<file path="src/rtl/vga_grid_renderer_pkg.sv">
// vga_grid_renderer_pkg: colours, grid defaults, 640x480 timing and scan FSM states
package vga_grid_renderer_pkg;
  localparam logic [7:0] COLOR_WALL  = 8'h92;
  localparam logic [7:0] COLOR_FOOD  = 8'hE0;
  localparam logic [7:0] COLOR_HEAD  = 8'hFC;
  localparam logic [7:0] COLOR_SNAKE = 8'h1C;
  localparam logic [7:0] COLOR_EMPTY = 8'h25;
  localparam int DEF_GRID_WIDTH   = 16;
  localparam int DEF_GRID_HEIGHT  = 12;
  localparam int DEF_BLOCK_WIDTH  = 40;
  localparam int DEF_BLOCK_HEIGHT = 40;
  localparam int DEF_NUM_PIECES   = 32;
  localparam int DEF_H_ACTIVE = 640;
  localparam int DEF_H_FP     = 16;
  localparam int DEF_H_PULSE  = 96;
  localparam int DEF_H_BP     = 48;
  localparam int DEF_V_ACTIVE = 480;
  localparam int DEF_V_FP     = 10;
  localparam int DEF_V_PULSE  = 2;
  localparam int DEF_V_BP     = 29;
  localparam int RST_SYNC_STAGES = 2;
  typedef enum logic [1:0] {IDLE, SCAN, COMMIT} scan_state_e;
endpackage

</file>
<file path="src/rtl/vga_grid_renderer_if.sv">
// vga_grid_renderer_if: snake/food coordinates in, VGA pixel stream out
interface vga_grid_renderer_if #(
  parameter int XB = 4,
  parameter int YB = 4,
  parameter int NUM_PIECES = 32
);
  localparam int LW = $clog2(NUM_PIECES) + 1;
  logic [XB*NUM_PIECES-1:0] packSnakeX;
  logic [YB*NUM_PIECES-1:0] packSnakeY;
  logic [LW-1:0]            snakeLength;
  logic [XB-1:0]            foodX;
  logic [YB-1:0]            foodY;
  logic [7:0]               RGB;
  logic                     HSync;
  logic                     VSync;
  logic                     frameStart;
  modport master (output packSnakeX, packSnakeY, snakeLength, foodX, foodY,
                  input RGB, HSync, VSync, frameStart);
  modport slave  (input packSnakeX, packSnakeY, snakeLength, foodX, foodY,
                  output RGB, HSync, VSync, frameStart);
endinterface

</file>
<file path="src/rtl/vga_grid_renderer_timing.sv">
// vga_timing_gen: raster counters, active flags, raw syncs and frame-start strobe
module vga_timing_gen import vga_grid_renderer_pkg::*; #(
  parameter int   H_ACTIVE = DEF_H_ACTIVE,
  parameter int   H_FP     = DEF_H_FP,
  parameter int   H_PULSE  = DEF_H_PULSE,
  parameter int   H_BP     = DEF_H_BP,
  parameter int   V_ACTIVE = DEF_V_ACTIVE,
  parameter int   V_FP     = DEF_V_FP,
  parameter int   V_PULSE  = DEF_V_PULSE,
  parameter int   V_BP     = DEF_V_BP,
  parameter logic H_POL    = 1'b0,
  parameter logic V_POL    = 1'b0,
  localparam int  H_TOTAL  = H_ACTIVE + H_FP + H_PULSE + H_BP,
  localparam int  V_TOTAL  = V_ACTIVE + V_FP + V_PULSE + V_BP,
  localparam int  HW       = $clog2(H_TOTAL),
  localparam int  VW       = $clog2(V_TOTAL)
) (
  input  logic          clk,
  input  logic          rst_n,
  output logic [HW-1:0] h_count,
  output logic [VW-1:0] v_count,
  output logic          h_active,
  output logic          v_active,
  output logic          hsync_raw,
  output logic          vsync_raw,
  output logic          frame_start
);
  logic [HW-1:0] h_q, h_d;
  logic [VW-1:0] v_q, v_d;
  logic          h_last;
  always_comb begin
    h_last = h_q == HW'(H_TOTAL - 1);
    h_d    = h_last ? '0 : h_q + HW'(1);
    v_d    = !h_last ? v_q : (v_q == VW'(V_TOTAL - 1)) ? '0 : v_q + VW'(1);
  end
  always_ff @(posedge clk or negedge rst_n)
    if (!rst_n) begin
      h_q <= '0;
      v_q <= '0;
    end else begin
      h_q <= h_d;
      v_q <= v_d;
    end
  assign h_count     = h_q;
  assign v_count     = v_q;
  assign h_active    = h_q < HW'(H_ACTIVE);
  assign v_active    = v_q < VW'(V_ACTIVE);
  assign hsync_raw   = (h_q >= HW'(H_ACTIVE + H_FP) && h_q < HW'(H_ACTIVE + H_FP + H_PULSE)) ? H_POL : ~H_POL;
  assign vsync_raw   = (v_q >= VW'(V_ACTIVE + V_FP) && v_q < VW'(V_ACTIVE + V_FP + V_PULSE)) ? V_POL : ~V_POL;
  assign frame_start = h_q == '0 && v_q == VW'(V_ACTIVE);
endmodule

</file>
<file path="src/rtl/vga_grid_renderer.sv">
// vga_grid_renderer: frame-snapshotted snake grid drawn via per-line row-occupancy scan
module vga_grid_renderer import vga_grid_renderer_pkg::*; #(
  parameter int   H_ACTIVE     = DEF_H_ACTIVE,
  parameter int   H_FP         = DEF_H_FP,
  parameter int   H_PULSE      = DEF_H_PULSE,
  parameter int   H_BP         = DEF_H_BP,
  parameter int   V_ACTIVE     = DEF_V_ACTIVE,
  parameter int   V_FP         = DEF_V_FP,
  parameter int   V_PULSE      = DEF_V_PULSE,
  parameter int   V_BP         = DEF_V_BP,
  parameter logic H_POL        = 1'b0,
  parameter logic V_POL        = 1'b0,
  parameter int   GRID_WIDTH   = DEF_GRID_WIDTH,
  parameter int   GRID_HEIGHT  = DEF_GRID_HEIGHT,
  parameter int   BLOCK_WIDTH  = DEF_BLOCK_WIDTH,
  parameter int   BLOCK_HEIGHT = DEF_BLOCK_HEIGHT,
  parameter int   NUM_PIECES   = DEF_NUM_PIECES,
  parameter int   XB           = $clog2(GRID_WIDTH),
  parameter int   YB           = $clog2(GRID_HEIGHT)
) (
  input logic Clock,
  input logic Reset_n,
  vga_grid_renderer_if.slave bus
);
  localparam int H_TOTAL = H_ACTIVE + H_FP + H_PULSE + H_BP;
  localparam int V_TOTAL = V_ACTIVE + V_FP + V_PULSE + V_BP;
  localparam int HW  = $clog2(H_TOTAL);
  localparam int VW  = $clog2(V_TOTAL);
  localparam int LW  = $clog2(NUM_PIECES) + 1;
  localparam int IW  = $clog2(NUM_PIECES);
  localparam int XW  = XB + 1;
  localparam int YW  = YB + 1;
  localparam int XSW = $clog2(BLOCK_WIDTH + 1);
  localparam int YSW = $clog2(BLOCK_HEIGHT + 1);
  logic [RST_SYNC_STAGES-1:0] rst_sync_q;
  logic                       rst_n_i;
  logic [HW-1:0] h_count;
  logic [VW-1:0] v_count;
  logic h_active, v_active, hsync_raw, vsync_raw, frame_start, h_last;
  logic [XSW-1:0] x_sub_q, x_sub_d;
  logic [XW-1:0]  x_blk_q, x_blk_d;
  logic [YSW-1:0] y_sub_q, y_sub_d, y_sub_n;
  logic [YW-1:0]  y_blk_q, y_blk_d, y_blk_n;
  logic y_wrap, y_step;
  logic [NUM_PIECES-1:0][XB-1:0] snap_x_q, snap_x_d;
  logic [NUM_PIECES-1:0][YB-1:0] snap_y_q, snap_y_d;
  logic [LW-1:0] snap_len_q, snap_len_d;
  logic [XB-1:0] food_x_q, food_x_d, px;
  logic [YB-1:0] food_y_q, food_y_d, py;
  scan_state_e state_q, state_d;
  logic [IW-1:0] idx_q, idx_d;
  logic [YW-1:0] target_q, target_d;
  logic [GRID_WIDTH-1:0] build_q, build_d, row_q, row_d;
  logic in_grid, wall, food, head, body;
  logic [7:0] rgb_q, rgb_d;
  logic hs_q, hs_d, vs_q, vs_d;
  // Asynchronous assertion, deassertion retimed to Clock
  always_ff @(posedge Clock or negedge Reset_n)
    if (!Reset_n) rst_sync_q <= '0;
    else rst_sync_q <= {rst_sync_q[RST_SYNC_STAGES-2:0], 1'b1};
  assign rst_n_i = rst_sync_q[RST_SYNC_STAGES-1];
  vga_timing_gen #(
    .H_ACTIVE(H_ACTIVE), .H_FP(H_FP), .H_PULSE(H_PULSE), .H_BP(H_BP),
    .V_ACTIVE(V_ACTIVE), .V_FP(V_FP), .V_PULSE(V_PULSE), .V_BP(V_BP),
    .H_POL(H_POL), .V_POL(V_POL)
  ) u_timing (
    .clk(Clock), .rst_n(rst_n_i), .h_count(h_count), .v_count(v_count),
    .h_active(h_active), .v_active(v_active), .hsync_raw(hsync_raw),
    .vsync_raw(vsync_raw), .frame_start(frame_start)
  );
  // Block counters saturate one past the grid so out-of-grid pixels are detectable
  always_comb begin
    h_last  = h_count == HW'(H_TOTAL - 1);
    y_wrap  = v_count == VW'(V_TOTAL - 1);
    y_step  = y_sub_q == YSW'(BLOCK_HEIGHT - 1);
    y_sub_n = y_wrap ? '0 : !v_active ? y_sub_q : y_step ? '0 : y_sub_q + YSW'(1);
    y_blk_n = y_wrap ? '0 : (v_active && y_step && y_blk_q != YW'(GRID_HEIGHT)) ? y_blk_q + YW'(1) : y_blk_q;
    x_sub_d = h_last ? '0 : !h_active ? x_sub_q : (x_sub_q == XSW'(BLOCK_WIDTH - 1)) ? '0 : x_sub_q + XSW'(1);
    x_blk_d = h_last ? '0 : (h_active && x_sub_q == XSW'(BLOCK_WIDTH - 1) && x_blk_q != XW'(GRID_WIDTH)) ? x_blk_q + XW'(1) : x_blk_q;
    y_sub_d = h_last ? y_sub_n : y_sub_q;
    y_blk_d = h_last ? y_blk_n : y_blk_q;
  end
  always_comb begin
    snap_x_d   = frame_start ? bus.packSnakeX : snap_x_q;
    snap_y_d   = frame_start ? bus.packSnakeY : snap_y_q;
    food_x_d   = frame_start ? bus.foodX : food_x_q;
    food_y_d   = frame_start ? bus.foodY : food_y_q;
    snap_len_d = !frame_start ? snap_len_q :
                 (bus.snakeLength > LW'(NUM_PIECES)) ? LW'(NUM_PIECES) : bus.snakeLength;
  end
  // Body pieces of the next line are gathered during horizontal blanking
  always_comb begin
    state_d  = state_q;
    idx_d    = idx_q;
    target_d = target_q;
    build_d  = build_q;
    row_d    = row_q;
    px       = snap_x_q[idx_q];
    py       = snap_y_q[idx_q];
    case (state_q)
      IDLE: if (h_count == HW'(H_ACTIVE)) begin
        state_d  = SCAN;
        idx_d    = IW'(1);
        target_d = y_blk_n;
      end
      SCAN: begin
        if ({1'b0, idx_q} < snap_len_q && {1'b0, py} == target_q &&
            {1'b0, px} < XW'(GRID_WIDTH) && {1'b0, py} < YW'(GRID_HEIGHT))
          build_d[px] = 1'b1;
        state_d = (idx_q == IW'(NUM_PIECES - 1)) ? COMMIT : SCAN;
        idx_d   = idx_q + IW'(1);
      end
      COMMIT: begin
        row_d   = build_q;
        build_d = '0;
        state_d = IDLE;
      end
      default: state_d = IDLE;
    endcase
  end
  always_comb begin
    in_grid = x_blk_q < XW'(GRID_WIDTH) && y_blk_q < YW'(GRID_HEIGHT);
    wall    = x_blk_q == '0 || x_blk_q == XW'(GRID_WIDTH - 1) || y_blk_q == '0 || y_blk_q == YW'(GRID_HEIGHT - 1);
    food    = x_blk_q == {1'b0, food_x_q} && y_blk_q == {1'b0, food_y_q};
    head    = snap_len_q != '0 && x_blk_q == {1'b0, snap_x_q[0]} && y_blk_q == {1'b0, snap_y_q[0]};
    body    = row_q[x_blk_q[XB-1:0]];
    rgb_d   = !(h_active && v_active) ? 8'h00 : !in_grid ? COLOR_EMPTY : wall ? COLOR_WALL :
              food ? COLOR_FOOD : head ? COLOR_HEAD : body ? COLOR_SNAKE : COLOR_EMPTY;
    hs_d    = hsync_raw;
    vs_d    = vsync_raw;
  end
  always_ff @(posedge Clock or negedge rst_n_i)
    if (!rst_n_i) begin
      x_sub_q    <= '0;
      x_blk_q    <= '0;
      y_sub_q    <= '0;
      y_blk_q    <= '0;
      snap_x_q   <= '0;
      snap_y_q   <= '0;
      snap_len_q <= '0;
      food_x_q   <= '0;
      food_y_q   <= '0;
      state_q    <= IDLE;
      idx_q      <= '0;
      target_q   <= '0;
      build_q    <= '0;
      row_q      <= '0;
      rgb_q      <= '0;
      hs_q       <= ~H_POL;
      vs_q       <= ~V_POL;
    end else begin
      x_sub_q    <= x_sub_d;
      x_blk_q    <= x_blk_d;
      y_sub_q    <= y_sub_d;
      y_blk_q    <= y_blk_d;
      snap_x_q   <= snap_x_d;
      snap_y_q   <= snap_y_d;
      snap_len_q <= snap_len_d;
      food_x_q   <= food_x_d;
      food_y_q   <= food_y_d;
      state_q    <= state_d;
      idx_q      <= idx_d;
      target_q   <= target_d;
      build_q    <= build_d;
      row_q      <= row_d;
      rgb_q      <= rgb_d;
      hs_q       <= hs_d;
      vs_q       <= vs_d;
    end
  assign bus.RGB        = rgb_q;
  assign bus.HSync      = hs_q;
  assign bus.VSync      = vs_q;
  assign bus.frameStart = frame_start;
endmodule

</file>
<file path="src/flat_wrapper.sv">
// flat-port wrapper written by rule: the top's interface ports become plain ports
module vga_grid_renderer_flat import vga_grid_renderer_pkg::*;
#(
  parameter int   H_ACTIVE     = DEF_H_ACTIVE,
  parameter int   H_FP         = DEF_H_FP,
  parameter int   H_PULSE      = DEF_H_PULSE,
  parameter int   H_BP         = DEF_H_BP,
  parameter int   V_ACTIVE     = DEF_V_ACTIVE,
  parameter int   V_FP         = DEF_V_FP,
  parameter int   V_PULSE      = DEF_V_PULSE,
  parameter int   V_BP         = DEF_V_BP,
  parameter logic H_POL        = 1'b0,
  parameter logic V_POL        = 1'b0,
  parameter int   GRID_WIDTH   = DEF_GRID_WIDTH,
  parameter int   GRID_HEIGHT  = DEF_GRID_HEIGHT,
  parameter int   BLOCK_WIDTH  = DEF_BLOCK_WIDTH,
  parameter int   BLOCK_HEIGHT = DEF_BLOCK_HEIGHT,
  parameter int   NUM_PIECES   = DEF_NUM_PIECES,
  parameter int   XB           = $clog2(GRID_WIDTH),
  parameter int   YB           = $clog2(GRID_HEIGHT)
)
  (Clock, Reset_n, bus_packSnakeX, bus_packSnakeY, bus_snakeLength, bus_foodX, bus_foodY, bus_RGB, bus_HSync, bus_VSync, bus_frameStart);
  vga_grid_renderer_if #(.XB(XB), .YB(YB), .NUM_PIECES(NUM_PIECES)) bus_i ();
  input logic Clock;
  input logic Reset_n;
  input wire logic [$bits(bus_i.packSnakeX)-1:0] bus_packSnakeX;
  input wire logic [$bits(bus_i.packSnakeY)-1:0] bus_packSnakeY;
  input wire logic [$bits(bus_i.snakeLength)-1:0] bus_snakeLength;
  input wire logic [$bits(bus_i.foodX)-1:0] bus_foodX;
  input wire logic [$bits(bus_i.foodY)-1:0] bus_foodY;
  output wire logic [$bits(bus_i.RGB)-1:0] bus_RGB;
  output wire logic [$bits(bus_i.HSync)-1:0] bus_HSync;
  output wire logic [$bits(bus_i.VSync)-1:0] bus_VSync;
  output wire logic [$bits(bus_i.frameStart)-1:0] bus_frameStart;
  assign bus_i.packSnakeX = bus_packSnakeX;
  assign bus_i.packSnakeY = bus_packSnakeY;
  assign bus_i.snakeLength = bus_snakeLength;
  assign bus_i.foodX = bus_foodX;
  assign bus_i.foodY = bus_foodY;
  assign bus_RGB = bus_i.RGB;
  assign bus_HSync = bus_i.HSync;
  assign bus_VSync = bus_i.VSync;
  assign bus_frameStart = bus_i.frameStart;
  vga_grid_renderer #(.H_ACTIVE(H_ACTIVE), .H_FP(H_FP), .H_PULSE(H_PULSE), .H_BP(H_BP), .V_ACTIVE(V_ACTIVE), .V_FP(V_FP), .V_PULSE(V_PULSE), .V_BP(V_BP), .H_POL(H_POL), .V_POL(V_POL), .GRID_WIDTH(GRID_WIDTH), .GRID_HEIGHT(GRID_HEIGHT), .BLOCK_WIDTH(BLOCK_WIDTH), .BLOCK_HEIGHT(BLOCK_HEIGHT), .NUM_PIECES(NUM_PIECES), .XB(XB), .YB(YB)) u_core (.Clock(Clock), .Reset_n(Reset_n), .bus(bus_i));
endmodule
</file>
<file path="config.mk">
export PLATFORM = sky130hd
export DESIGN_NAME = vga_grid_renderer_flat
export DESIGN_NICKNAME = d
export VERILOG_FILES = /design/src/rtl/vga_grid_renderer_pkg.sv /design/src/rtl/vga_grid_renderer_if.sv /design/src/rtl/vga_grid_renderer_timing.sv /design/src/rtl/vga_grid_renderer.sv /design/src/flat_wrapper.sv
export SDC_FILE = /design/constraint.sdc
export NUM_CORES = 1
export LEC_CHECK = 0
export BUFFER_PORTS_ARGS = -buffer_cell sky130_fd_sc_hd__buf_2
export CORE_MARGIN = 1
export CORE_UTILIZATION = 54
export CTS_CLUSTER_DIAMETER = 30
export DETAILED_ROUTE_END_ITERATION = 10
export PLACE_DENSITY = 0.88
export SYNTH_ARGS = -nofsm -noshare
export SYNTH_HDL_FRONTEND = slang
export SYNTH_HIERARCHICAL = 1
export SYNTH_SLANG_ARGS = --single-unit
</file>
<file path="constraint.sdc">
create_clock -name Clock -period 15.05 [get_ports Clock]
set_input_delay 3.01 -clock Clock [delete_from_list [all_inputs] [get_ports Clock]]
set_output_delay 3.01 -clock Clock [all_outputs]
set_load 0.01 [all_outputs]
</file>
==> impl_metrics.toml <==
[route]
viasPerCell = 5.97
dr.pass1.iters = 8
num_vias = 12564
drc = 0
ant_nets = 0
drt-total-wl_um = 47500
first_iter_violations = 1115
wire_per_inst_um = 22.6

[sta]
clock.fmax_mhz = 195
max_slew_margin_pct = 9.33
fin_skew_ns = 0.0195
hold_violations = 0
setup_tns_ns = 0
post-route-period-util_pct = 34.0
tightest_slew_ns = 1.36
min_period_ns = 5.12
finalMaxSlewViolations = 0
setup_violations = 0
rsz0062_at_grt = "no"

[synthesis]
synth_cell_type_count = 78
synth_top_area_cell = "dfrtp_1"
synth_edf_count = 0
yosysMostFrequentCell = "dfrtp_1"
synth-async-reset-ratio_pct = 100
ys_seq_elements = 368
synth_area_um2 = 17300
yosys_warnings = 6
ys_seq_area_share_pct = 53.1
yosys_most_used_dff = "dfrtp_1"
synth_commonest_cells = "dfrtp_1 (366), mux2_2 (284), nand2_1 (81), mux2i_1 (72), clkbuf_1 (55)"
avgSynthCellArea_um2 = 13.1
yosys-top-cells-area = "dfrtp_1 (53%), mux2_2 (18%), mux2i_1 (4.2%), mux4_2 (4.2%), nand2_1 (1.8%)"
netlist_instances = 1321
syn_nets = 1610
synth_top_area_share_pct = 52.8

[status]
status = "complete, no violations"

[clocking]
ctsHoldBuffers = 0
cts_resized = 0
clkTransAtPathRegs_ns = 0.05
cts_max_path_buffers = 3
cts.sinks = 368
clk_latency_ns = 0.58
cts_max_level = 3
tritoncts = "built"
cts-root-buf = "clkbuf_16"
cts_buffers = 79
post_cts_buffers = 0

[final_layout]
syn2layout_area_growth_pct = 26.1
nFillCells = 2022
drive_gt1_share_pct = 46.0
final_nets = 1906
layout.cells.non_filler = 2105

[global_routing]
grt_first_pass_wirelength_um = 73700
grt_pass1_vias = 13679
overflow = 0
grt_usage_pct = 29.1
grt_max_degree = 202
grt_antenna_before_repair = 26

[die]
rows = 65
start_util_pct = 54.9
die-area_um2 = 32800
core_um2 = 31600
die_w_um = 181
io-pin-count = 283
die_h_um = 181

[pwr]
power_density_nw_per_um2 = 131
p_leak_nw = 10.6
ir_drop_uv = 121
total_power_mw = 2.87

[critical_path]
cp-start-kind = "flip-flop"
arrival_ns = 2.11
crit_fanout = 6
cp.required_ns = 12.04
end_kind = "primary output"
criticalPathCategory = "flip-flop to primary output"

[placement]
dp_hpwl_um = 29700
gp_congestion = 0.923
io_buffers = 282
placed_cells = 1938

[flow_run]
maxCapViolations = 0

[min_path]
hold_path.class = "flip-flop to asynchronous set/reset pin"
## routing by layer
metal	vias to the layer above	GRT usage, %	wire length (um)
met4	10	15.9	2020
met5	-	0	69
met2	585	49.6	24200
met3	142	7.84	3490
met1	6336	33.4	17800
li1	5491	-	-
## cells in the final DEF, fill, tap and decap left out, types with 26 or more instances in the layout
cell type	netlist	layout
dfrtp_1	366	363
mux2_2	284	284
buf_2	12	282
clkbuf_16	0	81
nand2_1	81	81
mux2i_1	72	72
nand3_1	42	42
nor2_1	36	36
o21ai_0	33	33
mux4_2	32	32
inv_1	26	26
## cell families after synthesis
kind of cell | count (synthesis) | share of synthesized area (%)
fa+ha+maj | 17 | 1.23
xor+xnor | 36 | 1.86
flops | 368 | 53.1
simple gates | 262 | 7.83
other cells | 1 | 0.0216
compound gates | 135 | 5.35
mux | 395 | 27.7
buf+inv | 107 | 2.84
## report_power, final
part	switching [mW]	total, mW	internal, mW
logic	0.0291	0.0550	0.0258
registers	0.00185	0.994	0.992
clock network	0.586	1.82	1.24
## per-stage QoR
stage	utilization [%]	hold WS [ns]	setup WS (ns)	cell area, um2
floorplan	-	0.331	4.04	17300
global placement	60.2	0.278	10.63	19000
detailed placement	60.2	0.290	10.57	19000
CTS	69.1	0.307	9.93	21800
global route	69.3	0.333	9.83	21900
finish	69.3	0.286	9.93	21900
## layout make-up
| cell class | instances | area [um2] | area share (%) |
|---|---|---|---|
| inverters | 28 | 105 | 0.481 |
| well taps | 402 | 503 | 2.30 |
| diodes | 23 | 57.6 | 0.263 |
| clock buffers | 93 | 2110 | 9.66 |
| repair buffers | 294 | 1510 | 6.92 |
| flip-flops and latches | 368 | 9220 | 42.2 |
| clock inverters | 51 | 718 | 3.28 |
| multi-input cells | 846 | 7640 | 34.9 |
## critical path, stage by stage, from the launching register on
cell      delay [ns]
dfrtp_1         0.45
nand4_1         0.16
nand2b_1        0.20
nor3_1          0.28
and4_4          0.31
buf_2           0.14
## sequential cells by signal, indices dropped and copies added (netlist names)
signal,flops
u_core/bus.VSync,1
u_core/bus.RGB,8
u_core/food_y_q,4
u_core/idx_q,5
u_core/target_q,5
u_core/rst_sync_q,2
u_core/u_timing/h_count,10
u_core/snap_x_q,128
u_core/x_blk_q,5
u_core/y_sub_q,6
u_core/y_blk_q,5
u_core/build_q,16
u_core/snap_len_q,6
u_core/snap_y_q,128
u_core/state_q,2
u_core/food_x_q,4
u_core/x_sub_q,6
u_core/bus.HSync,1
u_core/row_q,16
u_core/u_timing/v_count,10
## worst paths after layout
| check | start | end | slack [ns] | depth (start not counted) |
|---|---|---|---|---|
| worst max-delay path | u_core/u_timing/v_count[5] | bus_frameStart | 9.93 | 5 |
| worst min-delay path | u_core/rst_sync_q[1] | u_core/snap_x_q[110] | 0.29 | 0 |
| worst max register to register | u_core/idx_q[1] | u_core/build_q[2] | 10.90 | 9 |
| worst min register to register | u_core/rst_sync_q[1] | u_core/snap_x_q[110] | 0.29 | 0 |
| max in group asynchronous | u_core/rst_sync_q[1] | u_core/snap_y_q[59] | 12.57 | 2 |
| min in group Clock | u_core/rst_sync_q[0] | u_core/rst_sync_q[1] | 0.36 | 0 |
Power figures use the tool's default switching activity.
